## config.mk

```make
export PLATFORM = sky130hd
export DESIGN_NAME = led_sequencer
export DESIGN_NICKNAME = d
export VERILOG_FILES = /design/src/rtl/led_seq_pkg.sv /design/src/rtl/led_seq_channel.sv /design/src/rtl/led_sequencer.sv
export SDC_FILE = /design/constraint.sdc
export NUM_CORES = 1
export LEC_CHECK = 0
export CAP_MARGIN = 20
export CORE_UTILIZATION = 41
export DETAILED_ROUTE_END_ITERATION = 10
export DONT_BUFFER_PORTS = 1
export HOLD_SLACK_MARGIN = 0.1
export PLACE_DENSITY_LB_ADDON = 0.25
export RECOVER_POWER = 25
export SETUP_SLACK_MARGIN = 0.2
export SYNTH_ARGS = -nofsm -noshare
export SYNTH_HDL_FRONTEND = slang
export SYNTH_SLANG_ARGS = --single-unit
```

## constraint.sdc

```tcl
create_clock -name clk -period 9.73 [get_ports clk]
set_input_delay 1.946 -clock clk [delete_from_list [all_inputs] [get_ports clk]]
set_output_delay 1.946 -clock clk [all_outputs]
set_load 0.05 [all_outputs]
```

## src/rtl/led_seq_pkg.sv

```systemverilog
// rtl/led_seq_pkg.sv - shared mode encodings and prescaler helper for the LED sequencer
package led_seq_pkg;

  localparam logic [1:0] MODE_OFF     = 2'd0;
  localparam logic [1:0] MODE_ON      = 2'd1;
  localparam logic [1:0] MODE_BLINK   = 2'd2;
  localparam logic [1:0] MODE_BREATHE = 2'd3;

  function automatic int ms_div(input int clk_hz);
    return clk_hz / 1000;
  endfunction

endpackage

```

## src/rtl/led_seq_channel.sv

```systemverilog
// rtl/led_seq_channel.sv - one LED channel: mode, half-period, ms counter, phase, lit
// Triangle-wave PWM duty for BREATHE only when LED_SEQ_BREATHE_EN is defined.
module led_seq_channel
  import led_seq_pkg::*;
#(
  parameter int PW         = 16,
  parameter int DEF_PERIOD = 500,
  parameter bit INIT_PHASE = 1'b0
) (
  input  logic          clk,
  input  logic          rst_n,
  input  logic          tick,
  input  logic          wr,
  input  logic [1:0]    wr_mode,
  input  logic [PW-1:0] wr_period,
`ifdef LED_SEQ_BREATHE_EN
  input  logic [7:0]    pwm_cnt,
`endif
  output logic          lit
);

  logic [1:0]    mode;
  logic [PW-1:0] period;
  logic [PW-1:0] ms_cnt;
  logic [PW-1:0] last_cnt;
  logic          phase;
  logic          wrap;
  logic          toggles;

  // A period of 0 behaves as 1; >= keeps the counter bounded whatever the history.
  assign last_cnt = (period == '0) ? '0 : period - PW'(1);
  assign wrap     = tick && (ms_cnt >= last_cnt);

`ifdef LED_SEQ_BREATHE_EN
  assign toggles = (mode == MODE_BLINK);
`else
  assign toggles = mode[1];
`endif

  always_ff @(posedge clk or negedge rst_n) begin
    if (!rst_n) begin
      mode   <= MODE_BLINK;
      period <= PW'(DEF_PERIOD);
      ms_cnt <= '0;
      phase  <= INIT_PHASE;
    end else if (wr) begin
      mode   <= wr_mode;
      period <= wr_period;
      ms_cnt <= '0;
    end else if (tick) begin
      ms_cnt <= wrap ? '0 : ms_cnt + PW'(1);
      if (wrap && toggles) phase <= ~phase;
    end
  end

`ifdef LED_SEQ_BREATHE_EN
  logic [7:0] duty;
  logic       duty_up;

  always_ff @(posedge clk or negedge rst_n) begin
    if (!rst_n) begin
      duty    <= 8'd0;
      duty_up <= 1'b1;
    end else if (wr) begin
      if (wr_mode == MODE_BREATHE && mode != MODE_BREATHE) begin
        duty    <= 8'd0;
        duty_up <= 1'b1;
      end
    end else if (wrap && mode == MODE_BREATHE) begin
      if (duty_up && duty == 8'd255) begin
        duty_up <= 1'b0;
        duty    <= 8'd254;
      end else if (!duty_up && duty == 8'd0) begin
        duty_up <= 1'b1;
        duty    <= 8'd1;
      end else begin
        duty    <= duty_up ? duty + 8'd1 : duty - 8'd1;
      end
    end
  end
`endif

  always_comb begin
    lit = 1'b0;
    case (mode)
      MODE_OFF:   lit = 1'b0;
      MODE_ON:    lit = 1'b1;
      MODE_BLINK: lit = phase;
`ifdef LED_SEQ_BREATHE_EN
      default:    lit = (pwm_cnt < duty);
`else
      default:    lit = phase;
`endif
    endcase
  end

endmodule

```

## src/rtl/led_sequencer.sv

```systemverilog
// rtl/led_sequencer.sv - N-channel LED sequencer: 1 ms prescaler, write decode, output register
// Optional BREATHE PWM (pwm_cnt) enabled by LED_SEQ_BREATHE_EN.
module led_sequencer
  import led_seq_pkg::*;
#(
  parameter int  N_CH       = 2,
  parameter int  CLK_HZ     = 100000000,
  parameter int  PW         = 16,
  parameter int  DEF_PERIOD = 500,
  parameter int  ACTIVE_LOW = 0,
  localparam int CW         = (N_CH > 1) ? $clog2(N_CH) : 1
) (
  input  logic            clk,
  input  logic            rst_n,
  input  logic            wr_en,
  input  logic [CW-1:0]   wr_ch,
  input  logic [1:0]      wr_mode,
  input  logic [PW-1:0]   wr_period,
  output logic [N_CH-1:0] led_o,
  output logic            tick_o
);

  localparam int DIV = ms_div(CLK_HZ);
  localparam int PCW = (DIV > 1) ? $clog2(DIV) : 1;

  function automatic logic [N_CH-1:0] odd_bits();
    logic [N_CH-1:0] m;
    m = '0;
    for (int k = 1; k < N_CH; k += 2) m[k] = 1'b1;
    return m;
  endfunction

  localparam logic [N_CH-1:0] POL     = {N_CH{ACTIVE_LOW != 0}};
  localparam logic [N_CH-1:0] RST_LED = odd_bits() ^ POL;

  logic [PCW-1:0]  presc;
  logic [N_CH-1:0] lit;

  // Decoded from the count so reset removes the strobe without waiting for an edge.
  assign tick_o = (presc == PCW'(DIV - 1));

  always_ff @(posedge clk or negedge rst_n) begin
    if (!rst_n)      presc <= '0;
    else if (tick_o) presc <= '0;
    else             presc <= presc + PCW'(1);
  end

`ifdef LED_SEQ_BREATHE_EN
  logic [7:0] pwm_cnt;

  always_ff @(posedge clk or negedge rst_n) begin
    if (!rst_n) pwm_cnt <= 8'd0;
    else        pwm_cnt <= pwm_cnt + 8'd1;
  end
`endif

  // Channels beyond N_CH do not exist, so out-of-range writes match nothing.
  for (genvar i = 0; i < N_CH; i++) begin : g_ch
    led_seq_channel #(
      .PW         (PW),
      .DEF_PERIOD (DEF_PERIOD),
      .INIT_PHASE (i % 2 == 1)
    ) u_ch (
      .clk       (clk),
      .rst_n     (rst_n),
      .tick      (tick_o),
      .wr        (wr_en && (wr_ch == CW'(i))),
      .wr_mode   (wr_mode),
      .wr_period (wr_period),
`ifdef LED_SEQ_BREATHE_EN
      .pwm_cnt   (pwm_cnt),
`endif
      .lit       (lit[i])
    );
  end

  always_ff @(posedge clk or negedge rst_n) begin
    if (!rst_n) led_o <= RST_LED;
    else        led_o <= lit ^ POL;
  end

endmodule

```

==> reports/metrics.cfg <==
[outcome]
status = complete, no violations

[logic_synthesis]
synth_top_family_by_area = simple AND/OR/NAND/NOR gates
syn_inst = 627
synth_common_cells = nand2_1, dfrtp_1, nor2_1
synthMuxAreaShare_pct = 4.078
synth-seq-area-share_pct = 40.92
ys_ff_latch = 89
syn_area_per_cell_um2 = 8.758
synth_compound_area_share_pct = 9.524
ys.flop_type = dfrtp_1
syn_area_mm2 = 0.005492
yosys_warnings = 0
yosys.area_share.simple_pct = 27.34
yosysTopAreaCell = dfrtp_1
synth-edff-count = 0
synth_xor_area_share_pct = 6.061
yosysTopAreaCellShare_pct = 33.26
synthAdderAreaFrac_pct = 8.886
synthArstFlopShare_pct = 100.0
synth.distinct_cells = 57
yosysMostFrequentCell = nand2_1
synthTopCellsByArea = dfrtp_1, nand2_1, ha_1
syn-num-nets = 688

[place]
port_buffers = 0
hpwl_um = 8959
gp_congestion = 0.8551
dpl_cell_area_mm2 = 0.005648

[timing]
fin_crit_sh_pct = 45.96
fmax_mhz = 223.6
fin_skew_ns = 0.01366
rsz0062_at_grt = false
fin_tns_setup_ns = 0
hold_ws_ns = 0.4728
worstMarginPinSlew_ns = 0.9794
finalCriticalPeriod_ns = 4.471
setup_viol = 0
slew_violations = 0
hold_viol = 0
maxSlewHeadroom_pct = 33.79

[worst_hold_path]
hold_depth = 1
hold_path.class = reg -> reg
worstHoldEndpoint = g_ch[0].u_ch.phase$_DFFE_PN0P_
hold_start = g_ch[0].u_ch.phase$_DFFE_PN0P_

[cts]
cts_tree = built
cts_hold_buf = 0
htreeDepth = 3
cts_buffer_depth = 2
path_clk_slew_ns = 0.07
insertion_delay_ns = 0.36
cts-buffers-inserted = 9
clock_sinks = 89
cts_root_buffer = clkbuf_16
post_cts_buffers = 0
post_cts_resized = 0

[layout]
area_growth_pct = 8.453
diodes = 0
n_fill_cell = 1286
drive_above_1_share_pct = 10.28
fin_area_mm2 = 0.005956
fin_nets = 688

[floorplanning]
dieArea_mm2 = 0.01386
core-area_mm2 = 0.01282
initial_utilization_pct = 42.82
die_h_um = 117.7
die_x_um = 117.7
rows = 41
io_pins = 25

[power]
switching_share_pct = 28.76
pwr-share-comb_pct = 12.7
ir_drop_v = 0.0001104
power_density_mw_per_mm2 = 148.9
clock_power_share_pct = 39.0
switchingPower_uw = 255.1
leakage_uw = 0.002676
p_seq_share_pct = 48.2
p_int_uw = 631.9

[global_routing]
grt_max_degree = 90
grt_use_total_pct = 18.62
grt_remaining_overflow = 0
grt_pass1_vias = 4289
grt_first_pass_wirelength_um = 20830
antenna_found_initial = 0

[route]
drc = 0
drt_iter0_drc = 229
dr_total_vias = 4391
dr.pass1.iters = 4
viasPerCell = 5.461
avgRoutedWirePerCell_um = 15.05
drtAntennaViolNets = 0
drt_wl_total_um = 12100

[critical_path]
crit_path_max_fanout = 11
r2r-start = g_ch[0].u_ch.period[0]$_DFFE_PN0P_
path_class = reg -> out
rr_worst_depth = 15
end_kind = primary output
cp.required_ns = 7.78
timing.rr.end = g_ch[0].u_ch.ms_cnt[11]$_DFFE_PN0P_
crit_path_start_kind = flip-flop
cp.arrival_ns = 2.53
r2r_slack_ns = 5.32

[flow_run]
drv_cap = 0

[logic make-up (layout without fill, tap and decap cells)]
group	count (synthesis)	in the layout
adder cells (fa/ha/maj)	39	39
buffers and inverters	41	46
AND/OR/NAND/NOR	311	311
flip-flops	89	89
AO/OA/AOI/OAI	89	89
multiplexers	20	20
XOR/XNOR	38	38
[layer usage]
| layer | GRT usage (%) | wire length, µm | share of wire (%) |
|---|---|---|---|
| met3 | 4.845 | 746 | 6.2 |
| met1 | 25.34 | 5757 | 48 |
| met4 | 7.051 | 202 | 1.7 |
| met2 | 28.27 | 5392 | 45 |
| met5 | 0 | 0 | 0 |
[area by class of cell]
type / count / area (µm²) / share of cell area (%)
Clock inverter: 7 / 75.07 / 1.261
Inverter: 27 / 101.3 / 1.702
Sequential cell: 89 / 2247 / 37.73
Multi-Input combinational cell: 497 / 3069 / 51.53
Timing Repair Buffer: 3 / 22.52 / 0.3782
Tap cell: 172 / 215.2 / 3.613
Clock buffer: 9 / 225.2 / 3.782
[worst max path at each step]
| stage | from | end | slack, ns | depth (start not counted) |
|---|---|---|---|---|
| after CTS | presc[11]$_DFF_PN0_ | tick_o | 5.25 | 3 |
| after detailed placement | g_ch[0].u_ch.period[0]$_DFFE_PN0P_ | g_ch[0].u_ch.ms_cnt[11]$_DFFE_PN0P_ | 5.32 | 15 |
| final | presc[11]$_DFF_PN0_ | tick_o | 5.26 | 3 |
| after floorplan | g_ch[0].u_ch.period[0]$_DFFE_PN0P_ | g_ch[0].u_ch.ms_cnt[11]$_DFFE_PN0P_ | 5.86 | 15 |
| after global routing | g_ch[0].u_ch.period[0]$_DFFE_PN0P_ | g_ch[0].u_ch.ms_cnt[11]$_DFFE_PN0P_ | 4.89 | 15 |
| after global placement | g_ch[0].u_ch.period[0]$_DFFE_PN0P_ | g_ch[0].u_ch.ms_cnt[11]$_DFFE_PN0P_ | 5.45 | 15 |
[critical path, stage by stage, from the launching register on]
cell     delay (ns)
dfrtp_1        0.42
or4_1          0.52
or4_4          0.59
inv_1          0.64
[per-stage QoR]
step / util, % / setup slack [ns] / std cells / total power [µW]
floorplan: - / 5.862 / 627 / 519.3
global placement: 44.04 / 5.450 / 787 / 542.8
detailed placement: 44.04 / 5.324 / 787 / 547.7
CTS: 46.38 / 5.245 / 803 / 897.8
global route: 46.44 / 4.885 / 804 / 932.5
finish: 46.44 / 5.259 / 804 / 887.1
[cell usage in the layout (no fill, tap or decap), types with 3 or more instances in the layout]
master	count
nand2_1	135
dfrtp_1	73
nor2_1	42
ha_1	39
nand3_1	35
a21oi_1	30
o21ai_0	28
inv_1	27
xor2_1	22
mux2_2	19
nor3_1	19
xnor2_1	16
nand4_1	14
dfstp_2	14
or3_1	12
nor4_1	9
clkbuf_16	9
nor2b_1	8
nand2b_1	6
or4_1	6
and3_1	4
and2_1	4
a21o_1	4
o21ai_1	4
a22o_1	3
o31ai_1	3
o21a_1	3
a31oi_1	3
buf_4	3
[flip-flops by register name, summed over array words and instances, names as in the netlist]
register          cells
g_ch.u_ch.ms_cnt     32
presc                17
led_o                 2
g_ch.u_ch.phase       2
g_ch.u_ch.mode        4
g_ch.u_ch.period     32
[power by group through the flow]
| stage | clock [µW] | combinational [µW] | sequential [µW] |
|---|---|---|---|
| detailed placement | 0 | 113 | 435 |
| global route | 370 | 131 | 432 |
| finish | 346 | 113 | 428 |
| CTS | 356 | 114 | 428 |
| global placement | 0 | 110 | 433 |
| floorplan | 0 | 92.8 | 426 |
(Power assumes the default switching activity.)
